`src/rtl/spi_ctrl_pkg.sv`:
```
// rtl/spi_ctrl_pkg.sv - shared types and constants for the SPI transfer sequencer
package spi_ctrl_pkg;

  localparam int DEF_DATA_W = 8;
  localparam int DEF_CFG_W  = 32;

  // Byte lanes of the configuration word handed to the core
  localparam int CFG_C1_LSB     = 24;
  localparam int CFG_C2_LSB     = 16;
  localparam int CFG_STATUS_LSB = 8;
  localparam int CFG_BAUD_LSB   = 0;

  typedef enum logic [2:0] {
    ST_IDLE  = 3'd0,
    ST_LOAD  = 3'd1,
    ST_KICK  = 3'd2,
    ST_WAIT  = 3'd3,
    ST_STORE = 3'd4,
    ST_DONE  = 3'd5
  } state_t;

  function automatic logic [7:0] cfg_field(input logic [31:0] cfg, input int lsb);
    return cfg[lsb +: 8];
  endfunction

endpackage

```
`src/rtl/spi_sync_fifo.sv`:
```
// rtl/spi_sync_fifo.sv - first-word fall-through synchronous FIFO with registered flags
module spi_sync_fifo #(
  parameter int WIDTH = 8,
  parameter int DEPTH = 8
) (
  input  logic             clk,
  input  logic             rst,
  input  logic             push,
  input  logic [WIDTH-1:0] wr_data,
  input  logic             pop,
  output logic [WIDTH-1:0] rd_data,
  output logic             not_full,
  output logic             not_empty
);

  localparam int AW = $clog2(DEPTH);

  logic [WIDTH-1:0] mem [DEPTH];
  logic [AW:0]      wr_ptr;
  logic [AW:0]      rd_ptr;
  logic [AW:0]      wr_ptr_nxt;
  logic [AW:0]      rd_ptr_nxt;
  logic             do_push;
  logic             do_pop;

  // A pop frees a slot in the same cycle, so a full FIFO still accepts a paired push
  assign do_pop     = pop && not_empty;
  assign do_push    = push && (not_full || do_pop);
  assign wr_ptr_nxt = wr_ptr + {{AW{1'b0}}, do_push};
  assign rd_ptr_nxt = rd_ptr + {{AW{1'b0}}, do_pop};

  // Pointers wrap naturally; flags are registered from the next-pointer values
  always_ff @(posedge clk or posedge rst) begin
    if (rst) begin
      wr_ptr    <= '0;
      rd_ptr    <= '0;
      not_full  <= 1'b0;
      not_empty <= 1'b0;
    end else begin
      wr_ptr    <= wr_ptr_nxt;
      rd_ptr    <= rd_ptr_nxt;
      not_full  <= !((wr_ptr_nxt[AW] != rd_ptr_nxt[AW]) &&
                     (wr_ptr_nxt[AW-1:0] == rd_ptr_nxt[AW-1:0]));
      not_empty <= (wr_ptr_nxt != rd_ptr_nxt);
    end
  end

  // Storage array needs no reset; empty entries are never presented
  always_ff @(posedge clk) begin
    if (do_push) begin
      mem[wr_ptr[AW-1:0]] <= wr_data;
    end
  end

  assign rd_data = not_empty ? mem[rd_ptr[AW-1:0]] : '0;

endmodule

```
`src/rtl/spi_xfer_ctrl.sv`:
```
// rtl/spi_xfer_ctrl.sv - counted burst sequencer feeding a single-byte SPI core
module spi_xfer_ctrl
  import spi_ctrl_pkg::*;
#(
  parameter int DATA_W     = DEF_DATA_W,
  parameter int CFG_W      = DEF_CFG_W,
  parameter int FIFO_DEPTH = 8
) (
  input  logic              i_sys_clk,
  input  logic              i_sys_rst,
  input  logic [CFG_W-1:0]  i_cfg,
  input  logic              i_cfg_wr,
  output logic              o_cfg_rej,
  input  logic [DATA_W-1:0] i_tx_data,
  input  logic              i_tx_valid,
  output logic              o_tx_ready,
  output logic [DATA_W-1:0] o_rx_data,
  output logic              o_rx_valid,
  input  logic              i_rx_ready,
  input  logic              i_start,
  input  logic [7:0]        i_len,
  output logic              o_busy,
  output logic              o_done,
  output logic [DATA_W-1:0] o_core_data,
  output logic              o_core_trans_en,
  output logic [CFG_W-1:0]  o_core_cfg,
  input  logic              i_core_irq,
  input  logic [DATA_W-1:0] i_core_data
);

  state_t              state;
  logic [7:0]          cnt;
  logic [CFG_W-1:0]    cfg_q;
  logic [DATA_W-1:0]   core_data_q;
  logic [DATA_W-1:0]   rx_byte_q;
  logic                irq_q;
  logic                irq_rise;
  logic [DATA_W-1:0]   tx_head;
  logic                tx_not_full;
  logic                tx_not_empty;
  logic                tx_pop;
  logic                rx_not_full;
  logic                rx_not_empty;
  logic                rx_push;

  assign irq_rise = i_core_irq && !irq_q;
  assign tx_pop   = (state == ST_LOAD) && tx_not_empty;
  assign rx_push  = (state == ST_STORE) && rx_not_full;

  spi_sync_fifo #(.WIDTH(DATA_W), .DEPTH(FIFO_DEPTH)) u_tx_fifo (
    .clk       (i_sys_clk),
    .rst       (i_sys_rst),
    .push      (i_tx_valid),
    .wr_data   (i_tx_data),
    .pop       (tx_pop),
    .rd_data   (tx_head),
    .not_full  (tx_not_full),
    .not_empty (tx_not_empty)
  );

  spi_sync_fifo #(.WIDTH(DATA_W), .DEPTH(FIFO_DEPTH)) u_rx_fifo (
    .clk       (i_sys_clk),
    .rst       (i_sys_rst),
    .push      (rx_push),
    .wr_data   (rx_byte_q),
    .pop       (i_rx_ready),
    .rd_data   (o_rx_data),
    .not_full  (rx_not_full),
    .not_empty (rx_not_empty)
  );

  // Burst sequencer: one byte per LOAD-KICK-WAIT-STORE lap until the counter runs out
  always_ff @(posedge i_sys_clk or posedge i_sys_rst) begin
    if (i_sys_rst) begin
      state       <= ST_IDLE;
      cnt         <= 8'd0;
      cfg_q       <= '0;
      core_data_q <= '0;
      rx_byte_q   <= '0;
      irq_q       <= 1'b0;
    end else begin
      irq_q <= i_core_irq;
      case (state)
        ST_IDLE: begin
          if (i_cfg_wr) begin
            cfg_q <= i_cfg;
          end
          if (i_start && (i_len != 8'd0)) begin
            cnt   <= i_len;
            state <= ST_LOAD;
          end
        end
        ST_LOAD: begin
          if (tx_pop) begin
            core_data_q <= tx_head;
            state       <= ST_KICK;
          end
        end
        ST_KICK: begin
          state <= ST_WAIT;
        end
        ST_WAIT: begin
          if (irq_rise) begin
            rx_byte_q <= i_core_data;
            state     <= ST_STORE;
          end
        end
        ST_STORE: begin
          if (rx_push) begin
            cnt   <= cnt - 8'd1;
            state <= (cnt == 8'd1) ? ST_DONE : ST_LOAD;
          end
        end
        ST_DONE: begin
          state <= ST_IDLE;
        end
        default: begin
          state <= ST_IDLE;
        end
      endcase
    end
  end

  assign o_busy          = (state != ST_IDLE);
  assign o_done          = (state == ST_DONE);
  assign o_core_trans_en = (state == ST_KICK);
  assign o_cfg_rej       = i_cfg_wr && (state != ST_IDLE);
  assign o_core_data     = core_data_q;
  assign o_core_cfg      = cfg_q;
  assign o_tx_ready      = tx_not_full;
  assign o_rx_valid      = rx_not_empty;

endmodule

```
`config.mk`:
```
export PLATFORM = sky130hd
export DESIGN_NAME = spi_xfer_ctrl
export DESIGN_NICKNAME = d
export VERILOG_FILES = /design/src/rtl/spi_ctrl_pkg.sv /design/src/rtl/spi_sync_fifo.sv /design/src/rtl/spi_xfer_ctrl.sv
export SDC_FILE = /design/constraint.sdc
export NUM_CORES = 1
export LEC_CHECK = 0
export BUFFER_PORTS_ARGS = -buffer_cell sky130_fd_sc_hd__buf_2
export CORE_MARGIN = 2
export CORE_UTILIZATION = 45
export CTS_CLUSTER_DIAMETER = 150
export DETAILED_ROUTE_END_ITERATION = 8
export PLACE_DENSITY = 0.75
export SLEW_MARGIN = 10
export SYNTH_ARGS = -nofsm -noshare
export SYNTH_HDL_FRONTEND = slang
export SYNTH_SLANG_ARGS = --single-unit
export TNS_END_PERCENT = 50
```
`constraint.sdc`:
```
create_clock -name i_sys_clk -period 3.8 [get_ports i_sys_clk]
set_input_delay 0.76 -clock i_sys_clk [delete_from_list [all_inputs] [get_ports i_sys_clk]]
set_output_delay 0.76 -clock i_sys_clk [all_outputs]
set_load 0.005 [all_outputs]
```
Yosys cells after proc, flatten, opt, wreduce, memory -nomap -nowiden
Memory sizes are Yosys's and may differ from the RTL's. A register that Yosys moved wholly into a read port is not among the register bits.
Cells that the tools add are included.
{ "totals": {"output_inout_bits": 54, "word_cells": 75, "memories": 2, "register_bits": 72, "ram_bits": 128, "latchBits": 0, "rom_bits": 0} }
{ "classes": {"n_mul": 0, "eq_ne": 16, "n_reduce_logical": 25, "n_mux": 14, "bitwise_logic": 0, "n_lt_le_gt_ge": 0, "shifts": 0, "addsub": 5, "div": 0} }
{ "memory_table": {"columns": ["memory", "words", "word_bits", "rd", "rd_clocked_by_memory_dff", "write_ports", "line", "text"], "rows": [
  ["u_rx_fifo.mem", 8, 8, 1, 0, 1, "spi_sync_fifo.sv:18", "logic [WIDTH-1:0] mem [DEPTH];"],
  ["u_tx_fifo.mem", 8, 8, 1, 1, 1, "spi_sync_fifo.sv:18", null]
]} }
{ "ops": {"columns": ["op", "count"], "rows": [
  ["$mux W8", 3],
  ["$add A4 B1 Y4", 4],
  ["$pmux W8 S2", 1],
  ["$mux W3", 5],
  ["$pmux W3 S5", 1],
  ["$logic_and A1 B1 Y1", 11],
  ["$eq A8 B1 Y1 const B", 1],
  ["$ne A4 B4 Y1", 2],
  ["$reduce_bool A8 Y1", 1],
  ["$sub A8 B1 Y8 const B", 1],
  ["$eq A3 B2 Y1 const B", 2],
  ["$eq A3 B3 Y1", 2],
  ["$eq A3 B3 Y1 const B", 2],
  ["$reduce_and A2 Y1", 3],
  ["$mux W1", 4],
  ["$ne A2 B1 Y1 const B", 2],
  ["$ne A2 B2 Y1 const B", 2],
  ["$reduce_and A4 Y1", 1],
  ["$eq A3 B1 Y1 const B", 1],
  ["$logic_not A1 Y1", 3],
  ["$logic_not A3 Y1", 1],
  ["$reduce_and A3 Y1", 1],
  ["$reduce_bool A3 Y1", 1],
  ["$logic_or A1 B1 Y1", 2],
  ["2 further kinds", 3]
]} }

Longest topological paths before layout
Gate-level depths: netlist of the first run.
{ "depth": {"depth_word": 9, "mapped_depth": 10} }

Hierarchy
Synthesis of the first run repeated with hierarchy kept, for this count alone.
{ "hier_totals": {"cells_unflattened": 493, "area_unflattened_um2": 8511.9} }
{ "by_module_without_submodules": {"columns": ["module", "instances", "seq_area_each_um2", "area_each_um2", "cells_per_inst"], "rows": [
  ["spi_sync_fifo", 2, 2172.1, 2946.6, 147],
  ["spi_xfer_ctrl", 1, 1501.4, 2618.8, 199]
]} }

Worst setup path after synthesis of the first run
No wires, ideal clock.
{ "synth_path": {"path_kind": "flip-flop to output port", "start": "register u_rx_fifo.rd_ptr[0]", "end": "output port o_rx_data[5]", "slack_ps": 1466, "path_buffers": 2, "arrival_ps": 1574, "stages_incl_launch_ff": 6, "required_time_ps": 3040, "cell_sequence": "dfrtp_1 buf_2 buf_2 mux4_2 mux2i_1 nor2b_1"} }
{ "synth_via": {"elab_chain_cells": 2} }
{ "synth_rtl": {"columns": ["element", "line", "text"], "rows": [
  ["start: declaration", "spi_sync_fifo.sv:20", "logic [AW:0] rd_ptr;"],
  ["start signal: assignment", "spi_sync_fifo.sv:41", "rd_ptr <= rd_ptr_nxt;"],
  ["$mem_v2 Z8 W8", null, null],
  ["$mux W8", "spi_sync_fifo.sv:55", "assign rd_data = not_empty ? mem[rd_ptr[AW-1:0]] : '0;"],
  ["end: declaration", "spi_xfer_ctrl.sv:17", "output logic [DATA_W-1:0] o_rx_data,"]
]} }
No other way between the ends.

Worst setup path in the final report of the first run
{ "layout_path": {"start": "register u_rx_fifo.rd_ptr[1]", "end": "output port o_rx_data[7]"} }
The elaborated chain is that of the path after synthesis.

==> reports/qor.yml, run 1 <==
grt_max_degree: 45
peakVddDrop_mv: 0.348
multi_input_area_sq_um: 2400
grt_pass1_vias: 5028
holdBufCountCts: 0
slew_viol_final: 0
final_util_pct: 55.4
reg2reg_from: "state[0]"
place_hpwl_mm: 11.3
antenna_found_initial: 0
pin_count: 117
powerDensity_nw_per_um2: 806
crit_type: "flip-flop to output pin"
synth_edf_count: 128
initial_core_util_pct: 46.3
drt-vias-per-instance: 5.37
clockBufferDepth: 3
syn_inst: 489
first_pass_iters: 4
cts_buffers: 22
startpoint: "u_rx_fifo.rd_ptr[1]"
slew_headroom_pct: 27.6
clkSlewWorstSetupHoldPaths_ns: 0.06
drc_errors: 0
yosysUniqueCellTypes: 48
die-area_sq_um: 19700
grt_overflow: 0
diodes: 0
required_ns: 3.04
area_delta_synth_final_pct: 19.6
hold_path_class: "input port to flip-flop"
drive_gt1_share_pct: 37.9
nFillCells: 1399
grt_pass1_wl_mm: 26.4
post-cts-setup-buffers: 0
cts_resized: 0
crit_arrival_ns: 2.12
fp.dieW_microns: 140
fin_crit_sh_pct: 75.9
ys.flop_type: "edfxtp_1"
syn_area_sq_um: 8380
drtIter0Drc: 353
hold_start: "i_core_irq"
ys_seq_area_share_pct: 69.8
cp-end-kind: "output pin"
yosysWarnings: 0
detail_route.wl_per_cell_microns: 19.1
skew_ns: 0.0142
clock.fmax_ghz: 0.347
nets: 693
tightest_slew_ns: 1.08
hold_viol: 0
root_buffer: "clkbuf_16"
final.setup.tns_ns: 0
die_h_microns: 140
yosys.area.top_type_share_pct: 45.9
max-cap-violations: 0
row_count: 49
post-route-min-period_ns: 2.88
totalPowerFinal_mw: 8.08
cts_tree: "yes"
critPathMaxFanout: 18
setup_violations: 0
gp_congestion: 0.821
vias: 4646
clk_latency_ns: 0.49
synth.most_common_cell: "edfxtp_1"
routed_wl_mm: 16.5
cts_sinks: 208
register_area_sq_um: 5850
status: "completed"
ys_top_cells_by_count: "128 x edfxtp_1, 80 x dfrtp_1, 38 x mux2_2"
ys_ff_latch: 208
portBuffers: 116
rsz0062_at_grt: "no"
start_kind: "flip-flop"
fp.coreArea_sq_um: 18100
leakagePower_nw: 3.90
syn-mean-instance-area_sq_um: 17.1
synth_top_area_cell: "edfxtp_1"
ant_nets: 0
track_usage_pct: 17.1
synth.area.top_cells: "edfxtp_1 46%, dfrtp_1 24%, mux4_2 8.6%, mux2_2 5.1%, mux2i_1 1.9%"
synth_fp_nets: 562
async_reset_ff_share_pct: 38.5
htreeDepth: 1
sequential cells by signal, summed over array words and instances (netlist names), 8 cells and up:
signal         flops
u_rx_fifo.mem     64
rx_byte_q          8
o_core_data        8
u_tx_fifo.mem     64
cnt                8
o_core_cfg        32
power breakdown:
part / total [mW] / switching, mW / leakage, nW / internal, mW
sequential: 3.60 / 0.546 / 2.09 / 3.05
combinational: 2.24 / 1.03 / 1.42 / 1.20
clock: 2.25 / 0.820 / 0.379 / 1.43
total: 8.08 / 2.40 / 3.90 / 5.68
area by class of cell:
| type | instances | area share, % |
|---|---|---|
| clock buffers | 35 | 6.79 |
| clock inverters | 5 | 0.974 |
| inverters | 12 | 0.462 |
| multi-input cells | 249 | 23.9 |
| flip-flops and latches | 208 | 58.4 |
| well taps | 229 | 2.86 |
| repair buffers | 127 | 6.62 |
cells by family (layout without fill, tap and decap cells):
logic type / after synthesis / after routing / share of synthesized area, %
AOI/OAI and AO/OA: 39 / 39 / 3.17
buffers and inverters: 32 / 179 / 1.82
muxes: 89 / 89 / 16.1
adders and majority gates: 10 / 10 / 1.49
xor gates and xnor gates: 16 / 16 / 1.67
DFF: 208 / 208 / 69.8
and+or+nand+nor: 95 / 95 / 5.98
metal layers:
metal	part of all wire [%]	track usage [%]	up-vias	wire length, microns
li1	-	-	2133	-
met4	1.7	4.89	0	283
met1	41	21.5	2349	6680
met2	52	30.7	135	8630
met3	5.4	2.70	29	899
met5	0	0	-	0
final timing paths:
check	endpoint	slack (ns)	cells after the start
max	o_rx_data[7]	0.92	4
min	irq_q	0.39	1
max reg2reg	u_tx_fifo.mem[2][2]	1.22	5
min reg2reg	o_core_cfg[31]	0.49	1
max in group asynchronous	u_rx_fifo.rd_ptr[3]	2.62	3
min in group asynchronous	o_core_cfg[22]	0.41	2
metrics by stage:
step / cells / worst slack [ns] / cell area [sq um] / hold WS [ns]
2_1_floorplan: 489 / 0.988 / 8380 / 0.478
3_3_place_gp: 825 / 1.34 / 9240 / 0.471
3_5_place_dp: 825 / 1.21 / 9240 / 0.483
4_1_cts: 865 / 0.874 / 10000 / 0.368
5_1_grt: 865 / 0.803 / 10000 / 0.369
6_report: 865 / 0.916 / 10000 / 0.391
placed cells by master, fill, tap and decap left out, drive strengths merged, types with 8 or more instances in the layout:
| cell type | count |
|---|---|
| edfxtp | 128 |
| buf | 127 |
| dfrtp | 80 |
| mux2 | 41 |
| clkbuf | 35 |
| mux4 | 32 |
| nor2 | 32 |
| mux2i | 16 |
| nand2 | 16 |
| a21oi | 15 |
| xor2 | 14 |
| inv | 11 |
| nor2b | 10 |
| ha | 10 |
| nand2b | 9 |
| nor3 | 8 |
critical path, stage by stage (launching register included):
cell and delay (ns):
dfrtp_1 0.84, mux4_2 0.45, mux2i_1 0.16, nor2b_1 0.06, buf_2 0.12
Power figures use the tool's default switching activity.
==> inputs of run 2 (changes only) <==
==> constraint.sdc (replaced) <==
create_clock -name i_sys_clk -period 2.9 [get_ports i_sys_clk]
set_input_delay 0.58 -clock i_sys_clk [delete_from_list [all_inputs] [get_ports i_sys_clk]]
set_output_delay 0.58 -clock i_sys_clk [all_outputs]
set_load 0.005 [all_outputs]
==> reports/qor.yml, run 2 (synthesis results as in run 1) <==
routed_wl_mm: 16.5
timing.rr.end: "u_rx_fifo.not_full"
dp_cells: 833
cp-endpoint: "o_rx_data[3]"
row_count: 49
vias: 4692
start_kind: "flip-flop"
track_usage_pct: 16.9
crit_type: "flip-flop to output pin"
critPathSlowestCell: "dfrtp_1"
hold_path_class: "input port to async pin"
pin_count: 117
drive_gt1_share_pct: 38.1
reg2reg_depth: 9
fp.dieW_microns: 140
initial_core_util_pct: 46.3
cts_tree: "yes"
nets: 702
slew_viol_final: 0
first_pass_iters: 5
place_hpwl_mm: 11.2
fp.coreArea_sq_um: 18100
post-route-min-period_ns: 2.74
nFillCells: 1404
cts_sinks: 208
final.setup.tns_ns: 0
fin_area_sq_um: 10000
hold_viol: 0
max-cap-violations: 0
route.met2.wl_mm: 8.83
cts_resized: 0
final_common_cell: "edfxtp_1"
rsz0062_at_grt: "no"
reg2reg_from: "state[2]"
clk_latency_ns: 0.49
skew_ns: 0.00702
crit_family: "flip-flops"
cts_buffers: 23
final_util_pct: 55.5
peakVddDrop_mv: 0.676
top_layer: "met4"
drt-vias-per-instance: 5.37
diodes: 0
root_buffer: "clkbuf_16"
tightest_slew_ns: 0.802
layout_common_cells: "128 x edfxtp_1, 116 x buf_2, 80 x dfrtp_1, 38 x mux2_2, 32 x mux4_2"
detail_route.wl_per_cell_microns: 18.9
drtIter0Drc: 282
gp_congestion: 0.876
fin_crit_sh_pct: 94.6
required_ns: 2.32
status: "completed"
htreeDepth: 1
clock.fmax_ghz: 0.365
clkSlewWorstSetupHoldPaths_ns: 0.06
leakagePower_nw: 3.91
setup_violations: 0
area_delta_synth_final_pct: 19.8
crit_buf_inv: 1
dp_slack_ns: 0.392
totalPowerFinal_mw: 10.4
grt_overflow: 0
startpoint: "u_rx_fifo.rd_ptr[1]"
rrSetupSlack_ns: 0.35
grt_max_degree: 46
grt_pass1_wl_mm: 26.2
met3_length_microns: 805
die_h_microns: 140
critPathMaxFanout: 18
worstPathCellList: "mux4_2 -> mux2i_1 -> nor2b_1 -> buf_2"
ant_nets: 0
crit_arrival_ns: 2.16
post-cts-setup-buffers: 0
place_area_sq_um: 9320
antenna_found_initial: 0
clockBufferDepth: 3
final.setup.worst_slack_ns: 0.157
holdBufCountCts: 0
grt_pass1_vias: 4972
cp-end-kind: "output pin"
holdWs_ns: 0.151
max_stage_delay_ns: 0.86
drc_errors: 0
wl_met1_mm: 6.66
crit_cells: 4
portBuffers: 116
final_cells: 874
die-area_sq_um: 19700
slew_headroom_pct: 46.5
powerDensity_nw_per_um2: 1040
-- run 2: final cells by class --
class	instances	area, sq um	share of cell area, %
Sequential cell	208	5850	58.2
Multi-Input combinational cell	249	2400	23.9
Timing Repair Buffer	135	748	7.46
Clock buffer	36	634	6.32
Tap cell	229	287	2.86
Clock inverter	5	77.6	0.773
Inverter	12	46.3	0.461
-- run 2: metal layers --
layer / global-route usage, % / up-vias
met4: 2.98 / 0
met1: 21.1 / 2418
met3: 3.66 / 13
met5: 0 / -
li1: - / 2147
met2: 30.9 / 114
-- run 2: where the power goes --
group          internal [mW]  switching, mW
sequential              4.00          0.673
combinational           1.61           1.41
clock                   1.67           1.06
-- run 2: worst min path at each step --
stage / start / endpoint / slack [ns] / cells past startpoint
6_report: i_sys_rst / o_core_cfg[30] / 0.15 / 2
5_1_grt: i_sys_rst / o_core_cfg[30] / 0.20 / 2
4_1_cts: i_sys_rst / o_core_cfg[30] / 0.17 / 2
3_5_place_dp: o_core_cfg[26] / o_core_cfg[26] / 0.49 / 1
3_3_place_gp: o_core_cfg[26] / o_core_cfg[26] / 0.48 / 1
2_1_floorplan: u_rx_fifo.wr_ptr[3] / u_rx_fifo.wr_ptr[3] / 0.48 / 2
